File: config.mk
export PLATFORM = sky130hd
export DESIGN_NAME = cpu_run_ctrl_flat
export DESIGN_NICKNAME = d
export VERILOG_FILES = /design/src/rtl/cpu_run_ctrl_if.sv /design/src/rtl/cpu_run_ctrl.sv /design/src/flat_wrapper.sv
export SDC_FILE = /design/constraint.sdc
export NUM_CORES = 1
export LEC_CHECK = 0
export CAP_MARGIN = 20
export CORE_ASPECT_RATIO = 2
export CORE_MARGIN = 2
export CORE_UTILIZATION = 40
export CTS_BUF_LIST = sky130_fd_sc_hd__clkbuf_4 sky130_fd_sc_hd__clkbuf_8
export CTS_CLUSTER_SIZE = 14
export DETAILED_ROUTE_END_ITERATION = 10
export GPL_ROUTABILITY_DRIVEN = 0
export PLACE_DENSITY = 0.6
export SETUP_SLACK_MARGIN = 0.02
export SLEW_MARGIN = 20
export SYNTH_ARGS = -nofsm -noshare
export SYNTH_HDL_FRONTEND = slang
export SYNTH_SLANG_ARGS = --single-unit
File: constraint.sdc
create_clock -name i_clk -period 6.5 [get_ports i_clk]
set_clock_uncertainty 0.15 [all_clocks]
set_input_delay 1.95 -clock i_clk [delete_from_list [all_inputs] [get_ports i_clk]]
set_output_delay 1.95 -clock i_clk [all_outputs]
set_load 0.05 [all_outputs]
File: src/rtl/cpu_run_ctrl_if.sv
// Control/status bundle between the board-level button logic and the run controller.
// The master side drives buttons, halt request and speed; the slave side returns the enable and status.
interface cpu_run_ctrl_if #(
    parameter int CNT_W = 32
);
    logic [1:0]       btn;
    logic             halt_req;
    logic [1:0]       speed;
    logic             cpu_en;
    logic             running;
    logic [CNT_W-1:0] step_cnt;

    modport master (
        output btn, halt_req, speed,
        input  cpu_en, running, step_cnt
    );

    modport slave (
        input  btn, halt_req, speed,
        output cpu_en, running, step_cnt
    );
endinterface

File: src/rtl/cpu_run_ctrl.sv
// Run/halt/single-step sequencer producing a 1-cycle CPU clock-enable,
// either per step request or periodically at a selectable rate while running.
//
// state   | meaning
// --------+-----------------------------------------------------------
// IDLE    | halted; waits for run, step or counter-clear gesture
// RUN     | free-running; enables issued by the rate divider
// STEP    | one enable issued, then back to IDLE
module cpu_run_ctrl #(
    parameter int CNT_W     = 32,
    parameter int DIV_W     = 26,
    parameter int RATE_SLOW = 50_000_000,
    parameter int RATE_MID  = 5_000_000,
    parameter int RATE_FAST = 500_000
) (
    input  logic          i_clk,
    input  logic          i_rst_n,
    cpu_run_ctrl_if.slave io_ctl
);

    typedef enum logic [1:0] {
        ST_IDLE = 2'b00,
        ST_RUN  = 2'b01,
        ST_STEP = 2'b10
    } state_t;

    localparam logic [DIV_W-1:0] L_TC_SLOW = DIV_W'(RATE_SLOW - 1);
    localparam logic [DIV_W-1:0] L_TC_MID  = DIV_W'(RATE_MID - 1);
    localparam logic [DIV_W-1:0] L_TC_FAST = DIV_W'(RATE_FAST - 1);

    state_t           r_state;
    state_t           w_state_nxt;
    logic [DIV_W-1:0] r_div;
    logic [DIV_W-1:0] w_div_nxt;
    logic [DIV_W-1:0] w_div_tc;
    logic [1:0]       r_speed_sh;
    logic             r_cpu_en;
    logic             w_en_nxt;
    logic             r_running;
    logic [CNT_W-1:0] r_step_cnt;
    logic [CNT_W-1:0] w_cnt_nxt;

    always_comb begin
        case (io_ctl.speed)
            2'd0:    w_div_tc = L_TC_SLOW;
            2'd1:    w_div_tc = L_TC_MID;
            default: w_div_tc = L_TC_FAST;
        endcase
    end

    always_comb begin
        w_state_nxt = ST_IDLE;
        w_div_nxt   = '0;
        w_en_nxt    = 1'b0;
        w_cnt_nxt   = r_step_cnt;
        case (r_state)
            ST_IDLE: begin
                if (io_ctl.btn == 2'b11) begin
                    w_cnt_nxt = '0;
                end else if (io_ctl.btn == 2'b01 && !io_ctl.halt_req) begin
                    w_state_nxt = ST_RUN;
                end else if (io_ctl.btn == 2'b10) begin
                    w_state_nxt = ST_STEP;
                end
            end
            ST_STEP: begin
                w_en_nxt = 1'b1;
            end
            ST_RUN: begin
                // Halt request wins over a simultaneous run/stop press.
                if (io_ctl.halt_req || io_ctl.btn[0]) begin
                    w_state_nxt = ST_IDLE;
                end else begin
                    w_state_nxt = ST_RUN;
                end
                if (io_ctl.speed == 2'd3) begin
                    w_en_nxt = 1'b1;
                end else if (io_ctl.speed != r_speed_sh) begin
                    w_div_nxt = '0;
                end else if (r_div == w_div_tc) begin
                    w_en_nxt = 1'b1;
                end else begin
                    w_div_nxt = r_div + 1'b1;
                end
            end
            default: w_state_nxt = ST_IDLE;
        endcase
        if (w_en_nxt) begin
            w_cnt_nxt = r_step_cnt + 1'b1;
        end
    end

    always_ff @(posedge i_clk or negedge i_rst_n) begin
        if (!i_rst_n) begin
            r_state    <= ST_IDLE;
            r_div      <= '0;
            r_speed_sh <= 2'd0;
            r_cpu_en   <= 1'b0;
            r_running  <= 1'b0;
            r_step_cnt <= '0;
        end else begin
            r_state    <= w_state_nxt;
            r_div      <= w_div_nxt;
            r_speed_sh <= io_ctl.speed;
            r_cpu_en   <= w_en_nxt;
            r_running  <= (w_state_nxt == ST_RUN);
            r_step_cnt <= w_cnt_nxt;
        end
    end

    assign io_ctl.cpu_en   = r_cpu_en;
    assign io_ctl.running  = r_running;
    assign io_ctl.step_cnt = r_step_cnt;

endmodule
File: src/flat_wrapper.sv
// flat-port wrapper written by rule: the top's interface ports become plain ports
module cpu_run_ctrl_flat 
#(
    parameter int CNT_W     = 32,
    parameter int DIV_W     = 26,
    parameter int RATE_SLOW = 50_000_000,
    parameter int RATE_MID  = 5_000_000,
    parameter int RATE_FAST = 500_000
)
  (i_clk, i_rst_n, io_ctl_btn, io_ctl_halt_req, io_ctl_speed, io_ctl_cpu_en, io_ctl_running, io_ctl_step_cnt);
  cpu_run_ctrl_if #(.CNT_W(CNT_W)) io_ctl_i ();
  input  logic i_clk;
  input  logic i_rst_n;
  input wire logic [$bits(io_ctl_i.btn)-1:0] io_ctl_btn;
  input wire logic [$bits(io_ctl_i.halt_req)-1:0] io_ctl_halt_req;
  input wire logic [$bits(io_ctl_i.speed)-1:0] io_ctl_speed;
  output wire logic [$bits(io_ctl_i.cpu_en)-1:0] io_ctl_cpu_en;
  output wire logic [$bits(io_ctl_i.running)-1:0] io_ctl_running;
  output wire logic [$bits(io_ctl_i.step_cnt)-1:0] io_ctl_step_cnt;
  assign io_ctl_i.btn = io_ctl_btn;
  assign io_ctl_i.halt_req = io_ctl_halt_req;
  assign io_ctl_i.speed = io_ctl_speed;
  assign io_ctl_cpu_en = io_ctl_i.cpu_en;
  assign io_ctl_running = io_ctl_i.running;
  assign io_ctl_step_cnt = io_ctl_i.step_cnt;
  cpu_run_ctrl #(.CNT_W(CNT_W), .DIV_W(DIV_W), .RATE_SLOW(RATE_SLOW), .RATE_MID(RATE_MID), .RATE_FAST(RATE_FAST)) u_core (.i_clk(i_clk), .i_rst_n(i_rst_n), .io_ctl(io_ctl_i));
endmodule
# Word level (Yosys, flattened, before mapping)
# Cells that the tools add are included.
[word_totals]
regBits = 64
latch_bits = 0
ramBits = 0
mem_bits_ro = 0
input_bits = 7
wordCells = 43
n_memories = 0
[op_classes]
addsub = 2
n_mul = 0
div = 0
magnitude_cmp = 0
n_eq_ne = 10
shifts = 0
muxes = 17
n_bitwise = 0
reduce_logical = 8
[ops]
columns = ["op", "count"]
rows = [
  ["$mux 26", 4],
  ["$mux 32", 3],
  ["$pmux 26 s2", 1],
  ["$add 32x1->32 const B", 1],
  ["$add 26x1->26 const B", 1],
  ["$eq 26x26->1", 1],
  ["$eq 2x1->1 const B", 4],
  ["$eq 2x2->1 const B", 4],
  ["$mux 2", 3],
  ["$logic_not 2->1", 2],
  ["$mux 1", 4],
  ["$pmux 2 s2", 1],
  ["$reduce_bool 2->1", 2],
  ["$ne 2x2->1", 1],
  ["$pmux 1 s2", 1],
  ["$reduce_and 2->1", 1],
  ["$logic_and 1x1->1", 1],
  ["$logic_not 1->1", 1],
  ["$logic_or 1x1->1", 1],
]

# Depth between registers and ports, before layout
# Gate-level depths: netlist of run 1.
[logic_depth]
ltp_word = 9
depth_mapped = 8

# Worst setup path before layout of run 1
# OpenSTA, ideal clock, no wires.
[synth_timing]
path_type = "input -> register"
start = "input port io_ctl_speed[0]"
end = "register u_core.r_step_cnt[10], in the netlist u_core.io_ctl.step_cnt[10]"
setup_time_ns = 0.126
arrival_ns = 3.846
required_ns = 6.224
path_slack_ns = 2.378
stages = 8
cell_sequence = "buf_2 or4b_1 a21oi_1 o221ai_1 o31ai_4 nor2b_2 buf_2 a221o_1"
[synth_via]
elab_chain_len = 9
elab_cells_between_ends = 14
[synth_lines]
columns = ["element", "line", "rtl"]
rows = [
  ["from (decl)", "flat_wrapper.sv:16", "input wire logic [$bits(io_ctl_i.speed)-1:0] io_ctl_speed;"],
  ["$eq 2x1->1 or $logic_not 2->1 (tied branches)", "cpu_run_ctrl.sv:44", "case (io_ctl.speed)"],
  ["$pmux 26 s2", "cpu_run_ctrl.sv:44", ""],
  ["$eq 26x26->1", "cpu_run_ctrl.sv:80", "end else if (r_div == w_div_tc) begin"],
  ["$mux 1", "cpu_run_ctrl.sv:80", ""],
  ["$mux 1", "cpu_run_ctrl.sv:78", "end else if (io_ctl.speed != r_speed_sh) begin"],
  ["$mux 1 (*)", "cpu_run_ctrl.sv:76", "if (io_ctl.speed == 2'd3) begin"],
  ["$pmux 1 s2 (*)", "cpu_run_ctrl.sv:56", "case (r_state)"],
  ["$reduce_bool 2->1 (no line)", "n/a", ""],
  ["$reduce_and 2->1 (no line)", "n/a", ""],
  ["to (signal assigned)", "cpu_run_ctrl.sv:107", "r_step_cnt <= w_cnt_nxt;"],
  ["to (decl)", "cpu_run_ctrl.sv:40", "logic [CNT_W-1:0] r_step_cnt;"],
]
# Every way passes the cells marked *; elsewhere a longest branch is shown, timed or not.
# A chain may end at the register's enable or synchronous reset.

# Final worst setup path of run 1
[layout_timing]
start = "input port io_ctl_speed[0]"
end = "register u_core.r_step_cnt[21], in the netlist u_core.io_ctl.step_cnt[21]"
# The elaborated chain is that of the path after synthesis.

==> results of run 1 <==
-- placed cells by master (no fill, tap or decap), types with 3 or more instances in the layout --
master / n
dfrtp_1: 64
nor2_1: 50
clkdlybuf4s50_1: 39
nand2_1: 34
and3_1: 30
nand3_1: 22
a221o_1: 17
xor2_1: 15
clkbuf_8: 10
xnor2_1: 9
nor3b_1: 9
inv_1: 8
nor4_1: 8
nand4_1: 8
a211o_1: 8
nor3_1: 7
nor2b_1: 6
a21oi_1: 5
ha_1: 5
o21ai_0: 4
buf_4: 4
nor4b_1: 3
and3_2: 3
or3_1: 3
-- layout make-up --
class | instances | area, µm²
clock buffer | 12 | 153
clock inverter | 1 | 30.0
fill | 825 | 4400
inverter | 8 | 30.0
multi-input combinational | 284 | 1830
sequential | 64 | 1600
tap | 100 | 125
timing repair buffer | 44 | 425
-- cell usage after synthesis, types with 5 or more instances --
master	n	area share
nor2b_1	6	0.011
nand2_1	34	0.036
a211o_1	8	0.020
nor3_1	7	0.0099
inv_1	8	0.0085
xor2_1	15	0.037
nor3b_1	9	0.019
nor4_1	8	0.014
a221o_1	17	0.048
buf_2	5	0.0071
a21oi_1	5	0.0071
nor2_1	50	0.053
clkbuf_1	6	0.0064
dfrtp_1	64	0.45
ha_1	5	0.018
xnor2_1	9	0.022
nand4_1	8	0.014
and3_1	30	0.053
nand3_1	22	0.031
-- cell families after synthesis --
group,Yosys count,share of synthesized area
AOI/OAI and AO/OA,49,0.120
muxes,2,0.00603
buffers and inverters,21,0.0284
xor gates and xnor gates,24,0.0596
adders and majority gates,5,0.0177
DFF,64,0.454
and+or+nand+nor,204,0.314
-- report_power, final --
part           internal, mW  switching [mW]
Clock                 0.190           0.143
Combinational        0.0160          0.0358
Sequential            0.402         0.00358
Total                 0.608           0.183
-- registers in the layout, indices dropped and copies added (netlist names) --
signal                  cells
u_core.io_ctl.step_cnt     32
u_core.r_div               26
u_core.r_speed_sh           2
u_core.r_state              2
u_core.io_ctl.cpu_en        1
u_core.io_ctl.running       1
-- path summary, 6_finish.rpt --
check	startpoint	to	cells past startpoint
max	io_ctl_speed[0]	u_core.io_ctl.step_cnt[21]	8
max reg2reg	u_core.r_div[0]	u_core.io_ctl.step_cnt[21]	8
min	u_core.r_div[0]	u_core.r_div[0]	1
max in group asynchronous	i_rst_n	u_core.r_state[1]	2
min in group asynchronous	i_rst_n	u_core.io_ctl.step_cnt[10]	2
min reg2reg	u_core.r_div[0]	u_core.r_div[0]	1
-- per-layer routing --
layer,wire length [µm],part of all wire,vias to the layer above,GRT usage
met5,0,0,-,0
met2,4550,0.56,56,0.329
met4,206,0.025,0,0.0897
met1,3160,0.39,1413,0.188
li1,-,-,1429,-
met3,230,0.028,15,0.0309
-- per-stage QoR --
step / std cells / total power, mW / hold WS (ns) / worst slack [ns] / utilization
after global placement: 500 / 0.465 / 0.313 / 1.67 / 0.467
after CTS: 513 / 0.802 / 0.327 / 1.96 / 0.488
after detailed placement: 500 / 0.467 / 0.318 / 1.60 / 0.467
final: 513 / 0.791 / 0.332 / 1.93 / 0.488
after floorplan: 369 / 0.443 / 0.298 / 2.38 / -
after global routing: 513 / 0.821 / 0.358 / 1.75 / 0.488
==> impl_summary.log, run 1 <==
INFO  metric worst_ir_drop_on_vdd = 0.157 mV
INFO  metric synth_ff_type = dfrtp_1
INFO  metric crit_path_category = in -> reg
INFO  metric placedInstanceArea = 4010 µm²
INFO  metric layout.nets = 423
INFO  metric first_pass_grt_wire_length = 13,400 µm
INFO  metric die_w = 70.4 µm
INFO  metric drt-total-wl = 8150 µm
INFO  metric timing.final.max_slew_violations = 0
INFO  metric synthesis.area = 3530 µm²
INFO  metric post-dp-hpwl = 5640 µm
INFO  metric p_per_area = 189 nW/µm²
INFO  metric postLayoutCellArea = 4190 µm²
INFO  metric synth.avg_cell_area = 9.57 µm²
INFO  metric first_global_vias = 2,760
INFO  metric setup_viol = 0
INFO  metric critical_path_arrival = 4.70 ns
INFO  metric ys_seq_area_frac = 0.454
INFO  metric max_clock_freq = 0.219 GHz
INFO  metric ctsHoldBuffers = 0
INFO  metric rsz0062_at_grt = false
INFO  metric yosysWarnings = 0
INFO  metric clkTransAtPathRegs = 0.07 ns
INFO  metric drt_iter0_drc = 190
INFO  metric synth_cell_types = 56
INFO  metric setup_total_negative_slack = 0 ns
INFO  metric rows = 48
INFO  metric max_slew.worst_pin.slew = 0.867 ns
INFO  metric port_buf_inserts = 40
INFO  metric detailroute.via_count = 2,913
INFO  metric ff2ff_setup_slack = 3.58 ns
INFO  metric grt.total_usage = 0.177
INFO  metric min_path_type = reg -> reg
INFO  metric max_slew_headroom = 0.416
INFO  metric resize_count_post_cts = 0
INFO  metric postSynthCellCount = 369
INFO  metric tritoncts = done
INFO  metric routed_wire_length_per_instance = 15.9 µm
INFO  metric critical_path_peak_fanout = 61
INFO  metric clkSinkCount = 64
INFO  metric ioPinCount = 41
INFO  metric antenna_found_initial = 0
INFO  metric cts_htree_levels = 3
INFO  metric drt_first_pass_iters = 4
INFO  metric postSynthRegisterBits = 64
INFO  metric slowest_stage = clkdlybuf4s50_1
INFO  metric die-area = 9640 µm²
INFO  metric endpoint_kind = register
INFO  metric cts_root_buf = clkbuf_8
INFO  metric cpPeakStageDelay = 0.68 ns
INFO  metric timing.critical_path.max_delay_family = buffers and inverters
INFO  metric ant_nets = 0
INFO  metric cp.buffers_inverters = 2
INFO  metric initial_core_util = 0.411
INFO  metric overflow = 0
INFO  metric post_cts.repair.setup_buffers = 0
INFO  metric antennaDiodeCount = 0
INFO  metric nets_in_the_synthesized_netlist = 381
INFO  metric period_needed = 4.57 ns
INFO  metric run_status = finished, final reports clean
INFO  metric cts_inserted_buffers = 9
INFO  metric timing.critical_path.cells = clkdlybuf4s50_1 > or4b_1 > a21oi_1 > o221ai_1 > o31ai_4 > buf_4 > nor4b_2 > a221o_1
INFO  metric timing.max_cap.violations = 0
INFO  metric routed_via_density = 5.68
INFO  metric design.core.area = 8590 µm²
INFO  metric share_of_cells_above_drive_strength_1 = 0.0751
INFO  metric area_growth = 18.8%
INFO  metric worst_path_required_time = 6.63 ns
INFO  metric async_flop_share = 1.00
INFO  metric min_period_over_period = 0.703
INFO  metric setup.worst_path.start_class = input pin
INFO  metric worstSkewPairLatency = 0.34 ns
INFO  metric grt_start_max_net_pins = 65
INFO  metric detailed_route_drc_error_count = 0
INFO  metric clock_tree.buffer_depth = 2
INFO  metric die_height = 137 µm
INFO  metric final-hold-violation-count = 0
INFO  metric power_leakage = 1.85 nW
INFO  metric synth_enable_flop_cells = 0
No activity file was read; power rests on OpenSTA's default activity.
==> run 2, diff against run 1 <==
- PLACE_DENSITY: 0.6 -> 0.63
- clock period: 6.5 -> 4.05 ns (I/O delays scaled with it)
==> impl_summary.log, run 2 (same netlist as run 1, synthesis figures left out) <==
INFO  metric cts_root_buf = clkbuf_8
INFO  metric max_slew_headroom = 0.408
INFO  metric setup_total_negative_slack = 0 ns
INFO  metric rows = 48
INFO  metric antenna_found_initial = 0
INFO  metric p_per_area = 325 nW/µm²
INFO  metric gr-max-usage-layer = met2
INFO  metric run_status = finished, final reports clean
INFO  metric p_seq_frac = 0.467
INFO  metric drt_iter0_drc = 161
INFO  metric antennaDiodeCount = 0
INFO  metric first_global_vias = 2,976
INFO  metric drt-total-wl = 8450 µm
INFO  metric ant_nets = 0
INFO  metric worst_path_required_time = 4.14 ns
INFO  metric combinationalPowerShare = 0.062
INFO  metric power_switching = 0.311 mW
INFO  metric largest_register_ffs = 32
INFO  metric min_path_type = reg -> reg
INFO  metric commonest_cells_after_routing_fill_and_taps_aside = 64 x dfrtp_1, 50 x nor2_1, 39 x clkdlybuf4s50_1
INFO  metric die-area = 9640 µm²
INFO  metric final.hold.worst_slack = 0.335 ns
INFO  metric setup.worst_path.start_class = input pin
INFO  metric max_clock_freq = 0.282 GHz
INFO  metric total_power = 1.40 mW
INFO  metric ioPinCount = 41
INFO  metric share_of_cells_above_drive_strength_1 = 0.0883
INFO  metric post-dp-hpwl = 6170 µm
INFO  metric drt_first_pass_iters = 4
INFO  metric grt_start_max_net_pins = 52
INFO  metric timing.max_cap.violations = 0
INFO  metric first_pass_grt_wire_length = 14,200 µm
INFO  metric detailed_route_drc_error_count = 0
INFO  metric setup_slack = 0.508 ns
INFO  metric resize_count_post_cts = 0
INFO  metric post_cts.repair.setup_buffers = 0
INFO  metric critical_path_arrival = 3.63 ns
INFO  metric worstSkewPairLatency = 0.35 ns
INFO  metric routed_wire_length_per_instance = 16.3 µm
INFO  metric pwr-share-clk = 0.471
INFO  metric layout.filler_cells = 837
INFO  metric final_core_utilization = 0.500
INFO  metric cts_inserted_buffers = 9
INFO  metric rsz0062_at_grt = false
INFO  metric min_period_over_period = 0.875
INFO  metric cts_htree_levels = 3
INFO  metric internal_power = 1.08 mW
INFO  metric grt_use_met1 = 0.190
INFO  metric clock_tree.buffer_depth = 2
INFO  metric area_growth = 21.6%
INFO  metric die_w = 70.4 µm
INFO  metric layout.nets = 427
INFO  metric detailroute.via_count = 2,989
INFO  metric tritoncts = done
INFO  metric grt.total_usage = 0.188
INFO  metric overflow = 0
INFO  metric postLayoutCellArea = 4290 µm²
INFO  metric die_height = 137 µm
INFO  metric endpoint_kind = register
INFO  metric power.switching_fraction = 0.223
INFO  metric worst_ir_drop_on_vdd = 0.243 mV
INFO  metric max_slew.worst_pin.slew = 0.880 ns
INFO  metric ctsHoldBuffers = 0
INFO  metric design.core.area = 8590 µm²
INFO  metric mostFrequentLayoutCell = dfrtp_1
INFO  metric crit_path_category = in -> reg
INFO  metric timing.final.max_slew_violations = 0
INFO  metric grt_util_met3 = 0.0302
INFO  metric clkTransAtPathRegs = 0.07 ns
INFO  metric final-hold-violation-count = 0
INFO  metric power_leakage = 1.90 nW
INFO  metric routed_via_density = 5.76
INFO  metric critical_path_peak_fanout = 30
INFO  metric placedInstanceArea = 4050 µm²
INFO  metric period_needed = 3.54 ns
INFO  metric clkSinkCount = 64
INFO  metric layoutNonFillerInstCount = 519
INFO  metric setup_viol = 0
INFO  metric placed_cells_incl_taps = 504
INFO  metric place_ws = 0.117 ns
INFO  metric initial_core_util = 0.411
INFO  metric port_buf_inserts = 40
INFO  metric grtUsageMet2 = 0.366
-- run 2: changes by cell type in the layout (fill, tap and decap cells not counted) --
cell | before | now
bufinv_16 | 1 | 2
clkbuf_8 | 10 | 13
buf_12 | 0 | 1
clkbuf_4 | 2 | 0
buf_4 | 4 | 7
-- run 2: path summary, 6_finish.rpt --
| kind | start | endpoint | slack (ns) | depth (start not counted) |
|---|---|---|---|---|
| max in group asynchronous | i_rst_n | u_core.r_state[0] | 2.63 | 2 |
| worst min-delay path | u_core.r_div[0] | u_core.r_div[0] | 0.33 | 1 |
| min in group asynchronous | i_rst_n | u_core.io_ctl.step_cnt[9] | 0.72 | 2 |
| worst max-delay path | io_ctl_speed[0] | u_core.io_ctl.step_cnt[9] | 0.51 | 8 |
| worst min register to register | u_core.r_div[0] | u_core.r_div[0] | 0.33 | 1 |
| worst max register to register | u_core.io_ctl.step_cnt[1] | u_core.io_ctl.step_cnt[20] | 1.10 | 7 |
-- run 2: power groups by stage --
stage | registers, mW | clock network [mW] | logic, mW
after floorplan | 0.676 | 0 | 0.0360
after global placement | 0.664 | 0 | 0.0876
after detailed placement | 0.664 | 0 | 0.0884
after CTS | 0.652 | 0.680 | 0.0888
after global routing | 0.652 | 0.703 | 0.0954
final | 0.652 | 0.657 | 0.0867
-- run 2: layout make-up --
cell class	count	area, µm²	area share
inverters	8	30.0	0.00700
well taps	100	125	0.0292
clock buffers	13	179	0.0417
repair buffers	48	468	0.109
flip-flops and latches	64	1600	0.373
multi-input cells	284	1830	0.426
clock inverters	2	60.1	0.0140
-- run 2: critical path, cell delays in order --
cell and delay, ns:
clkdlybuf4s50_1 0.47, or4b_1 0.43, a21oi_1 0.17, o221ai_1 0.22, o31ai_4 0.40, nor2b_2 0.07, buf_4 0.24, a221o_1 0.39
-- run 2: layer usage --
| layer | share of wire | vias up |
|---|---|---|
| li1 | - | 1438 |
| met1 | 0.36 | 1488 |
| met2 | 0.59 | 49 |
| met3 | 0.026 | 14 |
| met4 | 0.025 | 0 |
| met5 | 0 | - |
==> run 3, diff against run 2 <==
- CTS_CLUSTER_SIZE: 14 -> default
==> results of run 3 <==
Final layout, timing and power as in run 2 (identical DEF).
